==> src/rtl/section_mem_arbiter.sv <==
// Round-robin read arbiter sharing one tile memory among screen-section requesters.
// Define SECTION_PRIORITY_EN to favour requesters whose section the beam is currently in.
module section_mem_arbiter #(
   parameter int NREQ   = 4,
   parameter int AW     = 12,
   parameter int DW     = 8,
   parameter int RD_LAT = 2
) (
   input  logic               vga_clk,
   input  logic               rst_n,
   input  logic               arb_en,
   input  logic [NREQ-1:0]    req,
   input  logic [NREQ*AW-1:0] req_addr,
   input  logic [NREQ-1:0]    section_active,
   output logic [NREQ-1:0]    gnt,
   output logic               mem_en,
   output logic [AW-1:0]      mem_addr,
   input  logic [DW-1:0]      mem_rdata,
   output logic [NREQ-1:0]    rvalid,
   output logic [DW-1:0]      rdata
);

   localparam int LW = ($clog2(NREQ) > 3) ? $clog2(NREQ) : 3;

   logic [LW-1:0]   last;
   logic [LW-1:0]   win_idx;
   logic [NREQ-1:0] cand;
   logic            found;
   logic            grant;
   logic [NREQ-1:0] tag [RD_LAT];

`ifdef SECTION_PRIORITY_EN
   logic [NREQ-1:0] hi_class;
   logic [NREQ-1:0] lo_class;

   always_comb begin
      hi_class = req & section_active;
      lo_class = req & ~section_active;
      cand     = (|hi_class) ? hi_class : lo_class;
   end
`else
   logic section_unused;
   assign section_unused = ^section_active;

   always_comb cand = req;
`endif

   // Search starts just past the last winner and wraps modulo NREQ.
   always_comb begin
      int unsigned j;
      j       = 0;
      found   = 1'b0;
      win_idx = last;
      for (int unsigned k = 1; k <= NREQ; k++) begin
         j = (32'(last) + k) % NREQ;
         if (!found && cand[j]) begin
            found   = 1'b1;
            win_idx = LW'(j);
         end
      end
   end

   always_comb begin
      gnt = '0;
      if (rst_n && arb_en && found) gnt[win_idx] = 1'b1;
   end

   assign grant = |gnt;

   always_ff @(posedge vga_clk or negedge rst_n) begin
      if (!rst_n) begin
         last     <= LW'(NREQ - 1);
         mem_en   <= 1'b0;
         mem_addr <= '0;
      end else begin
         mem_en <= grant;
         if (grant) begin
            last     <= win_idx;
            mem_addr <= req_addr[int'(win_idx)*AW +: AW];
         end
      end
   end

   // Routing tags ride alongside the memory latency so responses return in grant order.
   always_ff @(posedge vga_clk or negedge rst_n) begin
      if (!rst_n) begin
         for (int unsigned i = 0; i < RD_LAT; i++) tag[i] <= '0;
         rvalid <= '0;
         rdata  <= '0;
      end else begin
         tag[0] <= gnt;
         for (int unsigned i = 1; i < RD_LAT; i++) tag[i] <= tag[i-1];
         rvalid <= tag[RD_LAT-1];
         if (|tag[RD_LAT-1]) rdata <= mem_rdata;
      end
   end

endmodule

==> config.mk <==
export PLATFORM = sky130hd
export DESIGN_NAME = section_mem_arbiter
export DESIGN_NICKNAME = d
export VERILOG_FILES = /design/src/rtl/section_mem_arbiter.sv
export SDC_FILE = /design/constraint.sdc
export NUM_CORES = 1
export LEC_CHECK = 0
export BUFFER_PORTS_ARGS = -buffer_cell sky130_fd_sc_hd__buf_2
export CELL_PAD_IN_SITES_DETAIL_PLACEMENT = 0
export CELL_PAD_IN_SITES_GLOBAL_PLACEMENT = 1
export CORE_UTILIZATION = 36
export DETAILED_ROUTE_END_ITERATION = 10
export GPL_ROUTABILITY_DRIVEN = 0
export PLACE_DENSITY = 0.82
export SLEW_MARGIN = 20
export SYNTH_ARGS = -nofsm -noshare
export SYNTH_HDL_FRONTEND = slang
export SYNTH_SLANG_ARGS = --single-unit
==> constraint.sdc <==
create_clock -name vga_clk -period 3.25 [get_ports vga_clk]
set_input_delay 0.4875 -clock vga_clk [delete_from_list [all_inputs] [get_ports vga_clk]]
set_output_delay 0.4875 -clock vga_clk [all_outputs]
set_load 0.03 [all_outputs]
==> impl_metrics.json, run 1 <==
{
  "seq_power_share": 0.317,
  "rsz0062_at_grt": "no",
  "cp_max_fo": 9,
  "endpoint": "gnt[2]",
  "syn2layout_area_growth_pct": 34.95,
  "synth_mux_area_frac": 0.04905,
  "gr-usage-all-layers": 0.1665,
  "period_minus_slack_ns": 2.688,
  "tightest_slew_ns": 0.5524,
  "synth-adder-area-share": 0,
  "clkLatencyLatePin_ns": 0.28,
  "cts_root_buf": "clkbuf_8",
  "cts_tree": "done",
  "pwr-share-clk": 0.179,
  "synth-seq-area-share": 0.4782,
  "syn-num-nets": 231,
  "antenna_found_initial": 0,
  "power-per-cell-area_nw_per_um2": 864.0,
  "wl_per_cell_microns": 13.06,
  "ys_warn_count": 0,
  "total_leakage_power_nw": 1.258,
  "grt_max_degree": 36,
  "place_inst": 316,
  "p_int_w": 0.001216,
  "die_area_sq_um": 5392,
  "antenna_left": 0,
  "grt_pass1_vias": 1480,
  "synth-simple-area-share": 0.1737,
  "post_cts_buffers": 0,
  "fin_nets": 323,
  "drc": 0,
  "clock_sinks": 35,
  "instances_no_fill": 324,
  "finClkSkew_ns": 0.004096,
  "ff2ff_path_depth": 6,
  "pre_cts_ws_ns": 0.7549,
  "total_power_w": 0.002141,
  "worst_setup_path_end_kind": "primary output",
  "synth_top_family_by_area": "compound AO/OA/AOI/OAI gates",
  "antennaDiodeCount": 0,
  "syn_area_sq_um": 1837,
  "power_switching_w": 0.0009259,
  "fmax_mhz": 372.1,
  "cts_buffer_depth": 2,
  "r2r_slack_ns": 1.26,
  "worstReg2RegStart": "last[0]",
  "core_area_sq_um": 4817,
  "ys_ff_latch": 35,
  "grt_pass1_wl_microns": 6748,
  "setup_viol": 0,
  "finalHoldViolations": 0,
  "io_buffers": 91,
  "fillCellCount": 468,
  "grt-ovfl-total": 0,
  "synthXorXnorAreaFrac": 0,
  "setup.worst_path.start": "last[0]",
  "cts_hold_buf": 0,
  "final_common_cell": "buf_2",
  "fin_crit_sh": 0.8270,
  "slew_headroom": 0.6304,
  "ys_types": 35,
  "fin_setup_tns_ns": 0,
  "layout_common_cells": "buf_2 (91), dfrtp_1 (33), and3_1 (24)",
  "power_frac_comb": 0.504,
  "dp_hpwl_microns": 3247,
  "drive_above_1_share": 0.5409,
  "rows": 25,
  "die_h_microns": 73.43,
  "wl_microns": 4233,
  "drt_iter0_drc": 41,
  "pin_count": 96,
  "startpoint_type": "flip-flop",
  "ir_worst_vdd_uv": 337.5,
  "swShare": 0.4324,
  "post-route-worst-setup-slack_ns": 0.5624,
  "syn_inst": 164,
  "numCtsBuffers": 5,
  "synth_compound_area_frac": 0.2554,
  "die_w_microns": 73.43,
  "hold_path.class": "in2async",
  "vias": 1595,
  "cts.clk_slew.worst_paths_ns": 0.07,
  "cap_violations": 0,
  "viasPerCell": 4.923,
  "status": "finished, final reports clean",
  "critPathArrivalTime_ns": 2.20,
  "r2r-end": "mem_addr[11]",
  "finalMaxSlewViolations": 0,
  "drt_first_pass_iters": 4,
  "syn_area_per_cell_sq_um": 11.20,
  "cts.repair.resized": 0,
  "cts_max_level": 2,
  "required_ns": 2.76,
  "path_class": "reg2out",
  "start_util": 0.3813
}
-- logic make-up (layout without fill, tap and decap cells) --
logic type,Yosys count,after routing
mux,8,8
compound gates,48,48
simple gates,58,58
flops,35,35
buf+inv,15,108
-- layer usage --
metal	GRT usage	up-vias	share of wire
met2	0.2757	73	0.47
met4	0.06410	0	0.014
met3	0.03429	6	0.073
met5	0	-	0
li1	-	800	-
met1	0.2139	716	0.45
-- power by group through the flow --
stage | Sequential (W) | Combinational, W | Clock (W)
2_1_floorplan | 0.000913 | 0.000580 | 0
3_3_place_gp | 0.000682 | 0.00109 | 0
3_5_place_dp | 0.000690 | 0.00110 | 0
4_1_cts | 0.000682 | 0.00110 | 0.000398
5_1_grt | 0.000707 | 0.00118 | 0.000411
6_report | 0.000678 | 0.00108 | 0.000383
-- per-stage QoR --
step                hold WS [ns]    util  instance area (sq um)
floorplan                 0.1919       -                   1837
global placement          0.3322  0.4912                   2366
detailed placement        0.3381  0.4912                   2366
CTS                       0.2903  0.5145                   2479
global route              0.3179  0.5145                   2479
finish                    0.2771  0.5145                   2479
-- sequential cells by signal, indices dropped and copies added, names as in the netlist --
name / count
mem_addr: 12
rdata: 8
tag: 8
rvalid: 4
last: 2
mem_en: 1
-- worst max-delay path: stages (launching register included) --
cell,delay (ns)
dfstp_2,0.63
nand2b_1,0.14
o21ai_1,0.12
a221o_1,0.47
nor3_1,0.30
buf_2,0.25
-- final cells by class --
type	count	area, sq um	share of cell area
multi-input cells	114	888.4	0.3584
flip-flops and latches	35	878.3	0.3544
repair buffers	98	508.0	0.2049
well taps	67	83.83	0.03382
clock buffers	5	68.82	0.02776
clock inverters	3	43.79	0.01767
inverters	2	7.507	0.003029
-- synth_stat cells --
| master | n | share of area |
|---|---|---|
| nor3_1 | 3 | 0.0082 |
| nand2_1 | 15 | 0.031 |
| a221oi_4 | 1 | 0.014 |
| o21ai_1 | 2 | 0.0054 |
| nor4_4 | 1 | 0.012 |
| dfrtp_1 | 33 | 0.45 |
| nand2b_1 | 2 | 0.0068 |
| a221o_1 | 1 | 0.0054 |
| clkbuf_2 | 1 | 0.0027 |
| o22ai_1 | 1 | 0.0034 |
| a21oi_1 | 1 | 0.0027 |
| buf_6 | 1 | 0.0061 |
| o31ai_2 | 8 | 0.054 |
| nor2b_1 | 1 | 0.0034 |
| inv_2 | 1 | 0.0020 |
| nand3_1 | 2 | 0.0054 |
| o21a_1 | 1 | 0.0041 |
| o311ai_2 | 1 | 0.0089 |
| dfstp_2 | 2 | 0.029 |
| mux2_2 | 8 | 0.049 |
| nand2_2 | 1 | 0.0034 |
| a211oi_2 | 8 | 0.054 |
| nor2b_2 | 1 | 0.0048 |
| a211oi_1 | 17 | 0.069 |
| nor2_1 | 7 | 0.014 |
| o31ai_1 | 4 | 0.016 |
| and3_1 | 24 | 0.082 |
| clkbuf_1 | 3 | 0.0061 |
| o21ba_1 | 1 | 0.0054 |
| or2_1 | 1 | 0.0034 |
| o21bai_2 | 1 | 0.0061 |
| o311ai_1 | 1 | 0.0048 |
| buf_4 | 2 | 0.0082 |
| inv_1 | 1 | 0.0020 |
| buf_2 | 6 | 0.016 |
-- worst min path at each step --
stage	startpoint	end	slack [ns]
6_report	rst_n	rdata[0]	0.28
5_1_grt	rst_n	rdata[0]	0.32
4_1_cts	rst_n	rdata[0]	0.29
3_5_place_dp	tag[4]	tag[0]	0.34
3_3_place_gp	tag[6]	tag[2]	0.33
2_1_floorplan	rst_n	mem_addr[0]	0.19
(Power assumes the default switching activity.)
==> run 2, diff against run 1 <==
CORE_UTILIZATION = 33   (was 36)
PLACE_DENSITY = 0.76   (was 0.82)
clock period = 2.8 ns   (was 3.25 ns; I/O delays follow)
==> run 2 against run 1 <==
Net effect:
- cell area is 1.1% higher
- critical path type unchanged
- utilization is 3.6 points lower
- clock power is 40% higher
- setup slack worse by 0.39 ns
- hold slack worse by 0.046 ns
- register-to-register slack worse by 0.56 ns
- first-iteration DRC count is 7.3% lower
- critical path depth stayed put
==> impl_metrics.json, run 2 (same netlist as run 1, synthesis figures left out) <==
{
  "drive_above_1_share": 0.5409,
  "dp_hpwl_microns": 3274,
  "setup_viol": 0,
  "critPathArrivalTime_ns": 2.21,
  "tightest_slew_ns": 0.5438,
  "total_leakage_power_nw": 1.265,
  "cts.repair.resized": 0,
  "path_class": "reg2out",
  "pin_count": 96,
  "antenna_left": 0,
  "grt_pass1_vias": 1549,
  "cts_buffer_depth": 2,
  "antenna_found_initial": 0,
  "final_common_cell": "buf_2",
  "cp_max_fo": 9,
  "fin_setup_tns_ns": 0,
  "crit_slowest_cell": "dfstp_2",
  "cts_hold_buf": 0,
  "finalMaxSlewViolations": 0,
  "grt-ovfl-total": 0,
  "core_area_sq_um": 5238,
  "post_cts_buffers": 0,
  "largest_registers": "mem_addr: 12 flops, rdata: 8 flops, tag: 8 flops",
  "layout_common_cells": "buf_2 (91), dfrtp_1 (33), and3_1 (24)",
  "ir_worst_vdd_uv": 390.1,
  "drt_first_pass_iters": 4,
  "finClkSkew_ns": 0.003804,
  "power-per-cell-area_nw_per_um2": 1034,
  "rows": 26,
  "cts_tree": "done",
  "hold_path.class": "in2async",
  "rsz0062_at_grt": "no",
  "slowest_delay_ns": 0.64,
  "drc": 0,
  "viasPerCell": 4.795,
  "cap_violations": 0,
  "finalHoldViolations": 0,
  "gr-usage-all-layers": 0.1531,
  "cts.clk_slew.worst_paths_ns": 0.07,
  "status": "finished, final reports clean",
  "top_register": "mem_addr",
  "wl_per_cell_microns": 13.42,
  "clock_sinks": 35,
  "cts_root_buf": "clkbuf_8",
  "fin_nets": 323,
  "worst_setup_path_end_kind": "primary output",
  "required_ns": 2.38,
  "die_h_microns": 76.61,
  "die_area_sq_um": 5868,
  "io_buffers": 91,
  "final_util": 0.4785,
  "fmax_mhz": 380.3,
  "numCtsBuffers": 5,
  "startpoint_type": "flip-flop",
  "grt_max_degree": 36,
  "drt_iter0_drc": 38,
  "cts_max_level": 2,
  "grt_pass1_wl_microns": 7051,
  "antennaDiodeCount": 0,
  "vias": 1568,
  "post-route-worst-setup-slack_ns": 0.1702,
  "pre_cts_ws_ns": 0.4585,
  "clkLatencyLatePin_ns": 0.28,
  "period_minus_slack_ns": 2.630,
  "slew_headroom": 0.6347,
  "largest_reg_flops": 12,
  "total_power_w": 0.002590,
  "syn2layout_area_growth_pct": 36.44,
  "start_util": 0.3507,
  "fin_crit_sh": 0.9392,
  "wl_microns": 4387,
  "path_cells": "nor2b_2, o21ba_1, a221o_1, nor3_1, buf_2",
  "die_w_microns": 76.61
}
==> run 2: changes by cell type in the layout (fill, tap and decap cells not counted), sizes merged <==
| cell | delta |
|---|---|
| clkinv | -2 |
| clkinvlp | +1 |
| bufinv | +1 |
==> run 2: final timing paths <==
kind                            cells after the start          end  slack, ns    start
worst max-delay path                                5       gnt[2]       0.17  last[0]
worst min-delay path                                2       tag[6]       0.23    rst_n
worst max register to register                      6  mem_addr[1]       0.70  last[0]
worst min register to register                      0       tag[3]       0.36   tag[7]
max in group asynchronous                           2      last[0]       2.24    rst_n
min in group vga_clk                                0       tag[3]       0.36   tag[7]
==> run 2: layout make-up <==
class	count	area, sq um
fillers	509	2731
multi-input cells	114	888.4
flip-flops and latches	35	878.3
repair buffers	98	508.0
well taps	70	87.58
clock buffers	5	68.82
clock inverters	3	67.56
inverters	2	7.507
==> run 2: power by group <==
part	internal [W]	switching [W]
Sequential	0.000684	0.000109
Combinational	0.000469	0.000791
Clock	0.000355	0.000182
Total	0.00151	0.00108
==> run 2: per-stage QoR <==
step | area [sq um] | std cells | hold slack, ns
2_1_floorplan | 1837 | 164 | 0.1244
3_3_place_gp | 2370 | 319 | 0.3316
3_5_place_dp | 2370 | 319 | 0.3418
4_1_cts | 2506 | 327 | 0.2492
5_1_grt | 2506 | 327 | 0.2698
6_report | 2506 | 327 | 0.2309
==> run 2: worst max-delay path, delay by kind of cell (launching register included) <==
family	cells	cell delay [ns]
and+or+nand+nor	2	0.37
buffers and inverters	1	0.25
DFF	1	0.64
AOI/OAI and AO/OA	2	0.67
==> run 2: metal layers <==
metal  wire, microns  vias to the layer above  GRT usage
met3             330                        4    0.04431
li1                -                      798          -
met4              31                        0    0.04615
met5               0                        -          0
met1            2161                      689     0.2060
met2            1863                       77     0.2369
==> run 3, diff against run 2 <==
==> constraint.sdc (replaced) <==
create_clock -name vga_clk -period 2.8 [get_ports vga_clk]
set_input_delay 0.28 -clock vga_clk [delete_from_list [all_inputs] [get_ports vga_clk]]
set_output_delay 0.28 -clock vga_clk [all_outputs]
set_load 0.03 [all_outputs]
==> run 3 against run 2 <==
Net effect:
- flip-flop and latch count is the same
- setup slack improved by 0.28 ns
- sequential power about the same
- critical path depth unchanged
- critical path type unchanged
==> impl_metrics.json, run 3 (same netlist as run 1, synthesis figures left out) <==
{
  "status": "finished, final reports clean",
  "antenna_found_initial": 0,
  "critPathArrivalTime_ns": 2.07,
  "vias": 1585,
  "tightest_slew_ns": 0.5295,
  "worst-path-buf-inv": 1,
  "io_buffers": 91,
  "start_util": 0.3507,
  "cts_tree": "done",
  "seq_area_sq_um": 878.3,
  "slowest_delay_ns": 0.63,
  "largest_registers": "mem_addr: 12 flops, rdata: 8 flops, tag: 8 flops",
  "final_common_cell": "buf_2",
  "total_power_w": 0.002390,
  "finalHoldViolations": 0,
  "cp_max_fo": 9,
  "cp_top_family": "flip-flops",
  "antenna_left": 0,
  "rsz0062_at_grt": "no",
  "crit_slowest_cell": "dfstp_2",
  "pre_cts_ws_ns": 0.7238,
  "setup.worst_path.start": "last[0]",
  "fmax_mhz": 426.3,
  "power-per-cell-area_nw_per_um2": 975.2,
  "finClkSkew_ns": 0.007191,
  "syn2layout_area_growth_pct": 33.45,
  "worst_setup_path_end_kind": "primary output",
  "hold_path.class": "in2async",
  "multi_input_area_sq_um": 888.4,
  "worstReg2RegStart": "last[0]",
  "required_ns": 2.52,
  "die_w_microns": 76.61,
  "slew_headroom": 0.6444,
  "viasPerCell": 4.847,
  "layout_common_cells": "buf_2 (91), dfrtp_1 (33), and3_1 (24)",
  "rows": 26,
  "die_h_microns": 76.61,
  "fin_nets": 323,
  "pin_count": 96,
  "ff2ff_path_depth": 7,
  "numCtsBuffers": 5,
  "r2r_slack_ns": 0.84,
  "r2r-end": "mem_addr[8]",
  "fin_crit_sh": 0.8378,
  "total_leakage_power_nw": 1.243,
  "cts.repair.resized": 0,
  "post-route-worst-setup-slack_ns": 0.4542,
  "drive_above_1_share": 0.5331,
  "grt_max_degree": 36,
  "fin_setup_tns_ns": 0,
  "cts_max_level": 2,
  "antennaDiodeCount": 0,
  "path_class": "reg2out",
  "period_minus_slack_ns": 2.346,
  "gr-usage-all-layers": 0.1527,
  "finalMaxSlewViolations": 0,
  "cts_hold_buf": 0,
  "drc": 0,
  "ir_worst_vdd_uv": 367.9,
  "drt_iter0_drc": 63,
  "drt_first_pass_iters": 4,
  "dp_hpwl_microns": 3254,
  "clkLatencyLatePin_ns": 0.28,
  "path_cells": "nand2b_1, o21ai_1, a221o_1, nor3_1, buf_2",
  "grt-ovfl-total": 0,
  "wl_per_cell_microns": 13.14,
  "grt_pass1_wl_microns": 7031,
  "cap_violations": 0,
  "top_register": "mem_addr",
  "cts_root_buf": "clkbuf_8",
  "startpoint_type": "flip-flop",
  "post_cts_buffers": 0,
  "clock_sinks": 35,
  "largest_reg_flops": 12,
  "die_area_sq_um": 5868,
  "grt_pass1_vias": 1471,
  "core_area_sq_um": 5238,
  "wl_microns": 4298,
  "setup_viol": 0,
  "fillCellCount": 521,
  "cts.clk_slew.worst_paths_ns": 0.07,
  "cts_buffer_depth": 2
}
run 3: power breakdown:
group          switching, W  internal (W)  leakage, nW  total [W]
clock network      0.000165      0.000174       0.0422   0.000339
registers          0.000108      0.000685        0.439   0.000793
logic              0.000790      0.000469        0.761    0.00126
total               0.00106       0.00133         1.24    0.00239
run 3: worst max-delay path by stage:
stage | end | slack, ns | depth (start not counted)
5_1_grt | gnt[2] | 0.28 | 5
6_report | gnt[2] | 0.45 | 5
3_5_place_dp | gnt[2] | 0.72 | 5
4_1_cts | gnt[2] | 0.41 | 5
3_3_place_gp | gnt[2] | 0.78 | 5
2_1_floorplan | gnt[2] | 0.35 | 6
run 3: final cells by class:
class / count / area share
Tap cell: 70 / 0.03573
Inverter: 2 / 0.003063
Clock buffer: 7 / 0.03114
Clock inverter: 1 / 0.002042
Multi-Input combinational cell: 114 / 0.3624
Timing Repair Buffer: 98 / 0.2072
Sequential cell: 35 / 0.3583
run 3: routing by layer:
layer / up-vias / share of wire / GRT usage
li1: 799 / - / -
met1: 702 / 0.48 / 0.2071
met2: 80 / 0.42 / 0.2333
met3: 4 / 0.089 / 0.04910
met4: 0 / 0.011 / 0.04038
met5: - / 0 / 0
run 3: per-stage QoR:
| step | std cells | hold slack, ns | utilization | area (sq um) |
|---|---|---|---|---|
| 6_report | 327 | 0.08276 | 0.4680 | 2451 |
| 5_1_grt | 327 | 0.1302 | 0.4680 | 2451 |
| 4_1_cts | 327 | 0.1066 | 0.4680 | 2451 |
| 3_5_place_dp | 319 | 0.3347 | 0.4525 | 2370 |
| 3_3_place_gp | 319 | 0.3324 | 0.4525 | 2370 |
| 2_1_floorplan | 164 | -0.01559 | - | 1837 |
